`config.mk`:
```
export PLATFORM = sky130hd
export DESIGN_NAME = if_prefetch
export DESIGN_NICKNAME = d
export VERILOG_FILES = /design/src/rtl/if_prefetch_pkg.sv /design/src/rtl/if_prefetch_fifo.sv /design/src/rtl/if_prefetch.sv
export SDC_FILE = /design/constraint.sdc
export NUM_CORES = 1
export LEC_CHECK = 0
export ABC_CLOCK_PERIOD_IN_PS = 6500
export BUFFER_PORTS_ARGS = -buffer_cell sky130_fd_sc_hd__buf_4
export CORE_MARGIN = 2
export CORE_UTILIZATION = 60
export DETAILED_ROUTE_END_ITERATION = 8
export PLACE_DENSITY = 0.8
export SLEW_MARGIN = 5
export SYNTH_ARGS = -nofsm -noshare
export SYNTH_HDL_FRONTEND = slang
export SYNTH_HIERARCHICAL = 1
export SYNTH_SLANG_ARGS = --single-unit
```
`constraint.sdc`:
```
create_clock -name clk -period 6.5 [get_ports clk]
set_input_delay 0.325 -clock clk [delete_from_list [all_inputs] [get_ports clk]]
set_output_delay 0.325 -clock clk [all_outputs]
set_load 0.02 [all_outputs]
```
`src/rtl/if_prefetch_pkg.sv`:
```
// Shared constants for the instruction-fetch front end: instruction width,
// the canonical NOP and the ROM read latency the inflight tracking assumes.
package if_prefetch_pkg;

    localparam int INST_W = 32;

    // addi x0, x0, 0
    localparam logic [INST_W-1:0] INST_NOP = 32'h0000_0013;

    // Read data follows the request by exactly one cycle; a single inflight
    // flag is enough to track the outstanding read.
    localparam int ROM_LATENCY = 1;

    // Occupancy counter width: must hold 0..depth inclusive.
    function automatic int cnt_width(input int depth);
        return $clog2(depth) + 1;
    endfunction

endpackage

```
`src/rtl/if_prefetch_fifo.sv`:
```
// DEPTH-entry register queue of {instruction, address} pairs with push, pop,
// synchronous clear and registered head outputs (NOP / zero address when empty).
module if_prefetch_fifo
    import if_prefetch_pkg::*;
#(
    parameter int ADDR_W = 32,
    parameter int DEPTH  = 4,
    localparam int PTR_W = $clog2(DEPTH),
    localparam int CNT_W = cnt_width(DEPTH)
) (
    input  logic              clk_i,
    input  logic              rst_ni,
    input  logic              clear_i,
    input  logic              push_i,
    input  logic [INST_W-1:0] push_inst_i,
    input  logic [ADDR_W-1:0] push_addr_i,
    input  logic              pop_i,
    output logic [CNT_W-1:0]  count_o,
    output logic              head_valid_o,
    output logic [INST_W-1:0] head_inst_o,
    output logic [ADDR_W-1:0] head_addr_o
);

    logic [INST_W-1:0] inst_mem_q [DEPTH];
    logic [ADDR_W-1:0] addr_mem_q [DEPTH];

    logic [PTR_W-1:0] wr_ptr_q, wr_ptr_d;
    logic [PTR_W-1:0] rd_ptr_q, rd_ptr_d;
    logic [CNT_W-1:0] count_q, count_d;

    logic empty;
    logic do_push;
    logic do_pop;

    assign empty   = (count_q == '0);
    assign do_push = push_i;
    assign do_pop  = pop_i && !empty;

    // DEPTH is a power of two, so pointers wrap by natural overflow.
    always_comb begin
        wr_ptr_d = wr_ptr_q;
        rd_ptr_d = rd_ptr_q;
        count_d  = count_q;
        if (clear_i) begin
            wr_ptr_d = '0;
            rd_ptr_d = '0;
            count_d  = '0;
        end else begin
            if (do_push) begin
                wr_ptr_d = wr_ptr_q + PTR_W'(1);
            end
            if (do_pop) begin
                rd_ptr_d = rd_ptr_q + PTR_W'(1);
            end
            case ({do_push, do_pop})
                2'b10:   count_d = count_q + CNT_W'(1);
                2'b01:   count_d = count_q - CNT_W'(1);
                default: count_d = count_q;
            endcase
        end
    end

    always_ff @(posedge clk_i) begin
        if (!rst_ni) begin
            wr_ptr_q <= '0;
            rd_ptr_q <= '0;
            count_q  <= '0;
        end else begin
            wr_ptr_q <= wr_ptr_d;
            rd_ptr_q <= rd_ptr_d;
            count_q  <= count_d;
        end
    end

    // Storage needs no reset; entries are only visible through count_q.
    always_ff @(posedge clk_i) begin
        if (rst_ni && !clear_i && do_push) begin
            inst_mem_q[wr_ptr_q] <= push_inst_i;
            addr_mem_q[wr_ptr_q] <= push_addr_i;
        end
    end

    assign count_o      = count_q;
    assign head_valid_o = !empty;
    assign head_inst_o  = empty ? INST_NOP : inst_mem_q[rd_ptr_q];
    assign head_addr_o  = empty ? '0 : addr_mem_q[rd_ptr_q];

endmodule

```
`src/rtl/if_prefetch.sv`:
```
// Instruction-fetch front end: owns the fetch PC, issues sequential ROM reads
// under a credit rule, queues returned words and redirects on ctrl jumps.
module if_prefetch
    import if_prefetch_pkg::*;
#(
    parameter int                 ADDR_W   = 32,
    parameter int                 DEPTH    = 4,
    parameter logic [ADDR_W-1:0]  RESET_PC = '0
) (
    input  logic              clk,
    input  logic              rst,
    output logic              rom_req_o,
    output logic [ADDR_W-1:0] rom_addr_o,
    input  logic [INST_W-1:0] rom_data_i,
    input  logic              jump_en_i,
    input  logic [ADDR_W-1:0] jump_addr_i,
    output logic              inst_valid_o,
    output logic [INST_W-1:0] inst_o,
    output logic [ADDR_W-1:0] inst_addr_o,
    input  logic              inst_ready_i
);

    localparam int CNT_W = cnt_width(DEPTH);
    localparam logic [CNT_W:0] DEPTH_C = (CNT_W + 1)'(DEPTH);

    logic [ADDR_W-1:0] fetch_pc_q, fetch_pc_d;
    logic [ADDR_W-1:0] inflight_pc_q, inflight_pc_d;
    logic              inflight_q, inflight_d;
    // Low during reset, high from the first edge with rst released; keeps
    // rom_req_o quiet while held in reset without an extra rst-to-output path.
    logic              running_q;

    logic [CNT_W-1:0]  fifo_count;
    logic              head_valid;
    logic              pop;
    logic              push;
    logic              issue;
    logic [CNT_W:0]    credit_used;
    logic [ADDR_W-1:0] jump_target;

    assign pop  = head_valid && inst_ready_i;
    assign push = inflight_q && !jump_en_i;

    // Entries that will be occupied after this cycle's pop, including the
    // word still on its way back from the ROM.
    assign credit_used = (CNT_W + 1)'(fifo_count)
                       + (CNT_W + 1)'(inflight_q)
                       - (CNT_W + 1)'(pop);

    assign issue       = running_q && !jump_en_i && (credit_used < DEPTH_C);
    assign jump_target = jump_addr_i & ~ADDR_W'(3);

    always_comb begin
        fetch_pc_d    = fetch_pc_q;
        inflight_pc_d = inflight_pc_q;
        inflight_d    = 1'b0;
        if (jump_en_i) begin
            fetch_pc_d = jump_target;
        end else if (issue) begin
            fetch_pc_d    = fetch_pc_q + ADDR_W'(4);
            inflight_pc_d = fetch_pc_q;
            inflight_d    = 1'b1;
        end
    end

    always_ff @(posedge clk) begin
        if (!rst) begin
            fetch_pc_q    <= RESET_PC;
            inflight_pc_q <= '0;
            inflight_q    <= 1'b0;
            running_q     <= 1'b0;
        end else begin
            fetch_pc_q    <= fetch_pc_d;
            inflight_pc_q <= inflight_pc_d;
            inflight_q    <= inflight_d;
            running_q     <= 1'b1;
        end
    end

    if_prefetch_fifo #(
        .ADDR_W (ADDR_W),
        .DEPTH  (DEPTH)
    ) u_fifo (
        .clk_i        (clk),
        .rst_ni       (rst),
        .clear_i      (jump_en_i),
        .push_i       (push),
        .push_inst_i  (rom_data_i),
        .push_addr_i  (inflight_pc_q),
        .pop_i        (pop),
        .count_o      (fifo_count),
        .head_valid_o (head_valid),
        .head_inst_o  (inst_o),
        .head_addr_o  (inst_addr_o)
    );

    assign rom_req_o    = issue;
    assign rom_addr_o   = fetch_pc_q;
    assign inst_valid_o = head_valid;

endmodule

```
==> results.toml <==
[finish]
diodes = 0
ff_latch_area_sq_um = 9120
post-route-cell-area_sq_um = 15600
drive_gt1_share_pct = 28.7
n_fill_cell = 1436
area_delta_synth_final_pct = 18.6
nets = 1056
multi_input_area_sq_um = 3710
fin_cells = 1280

[clock_tree]
clock_latency_ns = 0.50
post_cts_buffers = 0
cts_tree = "yes"
cts_sinks = 327
cts_max_path_buffers = 3
path_clk_slew_ns = 0.06
postCtsResizedCells = 0
cts_root_buffer = "clkbuf_16"
cts.hold.buffers_added = 0
cts_buffers = 35
h-tree-depth = 2

[drt]
vias = 7601
firstDrtPassIters = 5
detail-route-antenna-nets = 0
drt_iter0_drc = 531
route.detailed.drc = 0
wirelength_um = 26600
wire_per_inst_um = 20.8
vias_per_cell = 5.94

[floorplan]
rows = 54
start_util_pct = 60.7
die_w_um = 152
core_area_sq_um = 21600
die_h_um = 152
die_area_sq_um = 23100
ios = 166

[synthesis]
ys.flop_type = "edfxtp_1"
async_flop_share_pct = 0
ys_types = 54
synth_edf_count = 256
synth_cells = 812
synth.area.top_cells = "edfxtp_1 59%, dfxtp_1 11%, mux4_2 10%"
syn_avg_cell_area_sq_um = 16.2
ys_seq_area_share_pct = 69.4
ys_ff_latch = 327
synthesis.area_sq_um = 13100
synth_top_area_share_pct = 58.6
yosys_warnings = 6
synth_largest_area_cell = "edfxtp_1"

[setup_path]
reg2reg_depth = 12
crit_fanout = 21
crit_required_ns = 6.17
path_class = "reg2out"
endpoint_kind = "primary output"
cp-start-kind = "flop"
path_buf_inv = 3
cp.arrival_ns = 4.03
crit_chain = "nor3_2 -> inv_2 -> and2_1 -> ha_1 -> inv_1 -> ha_1 -> and3b_1 -> nor4_4 -> o21a_1 -> buf_4"
path_common_cell = "ha_1"
critPathTopFamily = "simple AND/OR/NAND/NOR gates"
slowest_stage = "nor4_4"
worst-path-stages = 10
critPathMaxStageDelay_ns = 0.77

[global_routing]
grtUsageTotal_pct = 23.1
grt_pass1_vias = 7759
grt_pass1_wl_um = 41800
grt_max_degree = 65
grt-ovfl-total = 0
antenna_found_initial = 0

[sta]
finClkSkew_ns = 0.0218
hold_viol_final = 0
period_share_pct = 67.0
period_needed_ns = 4.36
relSlewSlack_pct = 29.1
clock.fmax_ghz = 0.230
setup_viol = 0
rsz0062_at_grt = "false"
tightestPinTransition_ns = 1.06
fin_setup_tns_ns = 0
slew_viol_final = 0

[min_path]
hold_depth = 1
hp-class = "in2reg"

[placed_design]
io_buffers = 161
post_dp_cell_area_sq_um = 14500
gp_congestion = 0.781
post-dp-hpwl_um = 15100
dpl.cell_count = 1221

[status]
status = "completed"

[power]
p_leak_nw = 5.46
powerDensity_nw_per_um2 = 277
ir_drop_mv = 0.267

[flow_run]
drv_cap = 0
[layout make-up]
type	count	area share [%]
inverter	15	0.362
clock inverter	13	0.571
timing repair buffer	166	8.01
tap	280	2.25
clock buffer	46	6.36
sequential	327	58.6
multi-input combinational	433	23.9
[metal layers]
layer  global-route usage, %  wire length [um]  up-vias
met1                    30.7             11100     3802
met2                    38.2             12900      296
met5                       0                 0        -
met4                    6.41               454        0
li1                        -                 -     3472
met3                    5.93              2190       31
[logic make-up (layout without fill, tap and decap cells)]
family / after synthesis / in the layout / share of synthesized area, %
flip-flops: 327 / 327 / 69.4
AND/OR/NAND/NOR: 171 / 171 / 7.34
AO/OA/AOI/OAI: 153 / 153 / 6.69
multiplexers: 70 / 70 / 11.6
buffers and inverters: 61 / 240 / 2.68
XOR/XNOR: 19 / 19 / 1.27
adder cells (fa/ha/maj): 10 / 10 / 1.01
other: 1 / 10 / 0.0286
[cells in the mapped netlist, types with 4 or more instances]
cell type and n:
o2111ai_1 6, o211ai_1 4, buf_12 6, inv_1 13
edfxtp_1 256, a21oi_1 48, nand4_1 6, nand2_1 38
ha_1 9, buf_2 7, mux4_1 4, or3_1 10
clkbuf_1 29, dfxtp_1 71, xnor2_1 6, o22ai_1 4
and2_1 64, a31oi_1 9, mux2i_1 6, o21ai_0 70
mux4_2 60, xor2_1 13, and3_1 11, nand3_1 6
nor2_1 14
[where the power goes]
| part | internal, mW | switching (mW) |
|---|---|---|
| Clock | 1.11 | 0.745 |
| Combinational | 0.0696 | 0.0907 |
| Sequential | 2.27 | 0.0335 |
| Total | 3.44 | 0.869 |
[final timing paths]
kind	to	slack [ns]	startpoint
min reg2reg	flop	0.49	u_fifo/rd_ptr_q[1]
max reg2reg	inflight_pc_q[20]	2.61	u_fifo/count_o[1]
min	u_fifo/inst_mem_q[2][4]	0.02	rom_data_i[4]
max	rom_req_o	2.14	u_fifo/count_o[1]
[metrics by stage]
| step | total power [mW] | setup slack (ns) | hold WS [ns] | util, % |
|---|---|---|---|---|
| 3_3_place_gp | 2.50 | 2.66 | 0.456 | 67.0 |
| 2_1_floorplan | 2.41 | 3.34 | 0.353 | - |
| 4_1_cts | 4.35 | 2.10 | 0.00270 | 72.0 |
| 3_5_place_dp | 2.50 | 2.60 | 0.477 | 67.0 |
| 5_1_grt | 4.45 | 1.84 | 0.00532 | 72.0 |
| 6_report | 4.31 | 2.14 | 0.0228 | 72.0 |
[placed cells by master (no fill, tap or decap), types with 6 or more instances in the layout]
cell	instances
nand3_1	6
o21ai_0	70
conb_1	10
mux4_2	60
mux2i_1	6
o2111ai_1	6
a31oi_1	9
nand2_1	38
and2_1	64
xnor2_1	6
clkbuf_1	6
and3_1	7
inv_1	13
buf_4	166
clkbuf_16	37
nor2_1	14
nand4_1	6
ha_1	9
dfxtp_1	69
or3_1	10
a21oi_1	48
edfxtp_1	256
clkinv_1	7
xor2_1	13
[sequential cells by signal, summed over array words and instances (netlist names), named ones only]
| register | count |
|---|---|
| u_fifo/addr_mem_q | 128 |
| u_fifo/inst_mem_q | 128 |
| inflight_pc_q | 30 |
| rom_addr_o | 30 |
| u_fifo/count_o | 3 |
| u_fifo/rd_ptr_q | 2 |
| u_fifo/wr_ptr_q | 2 |
| inflight_q | 1 |
| running_q | 1 |
No activity file was read; power rests on OpenSTA's default activity.
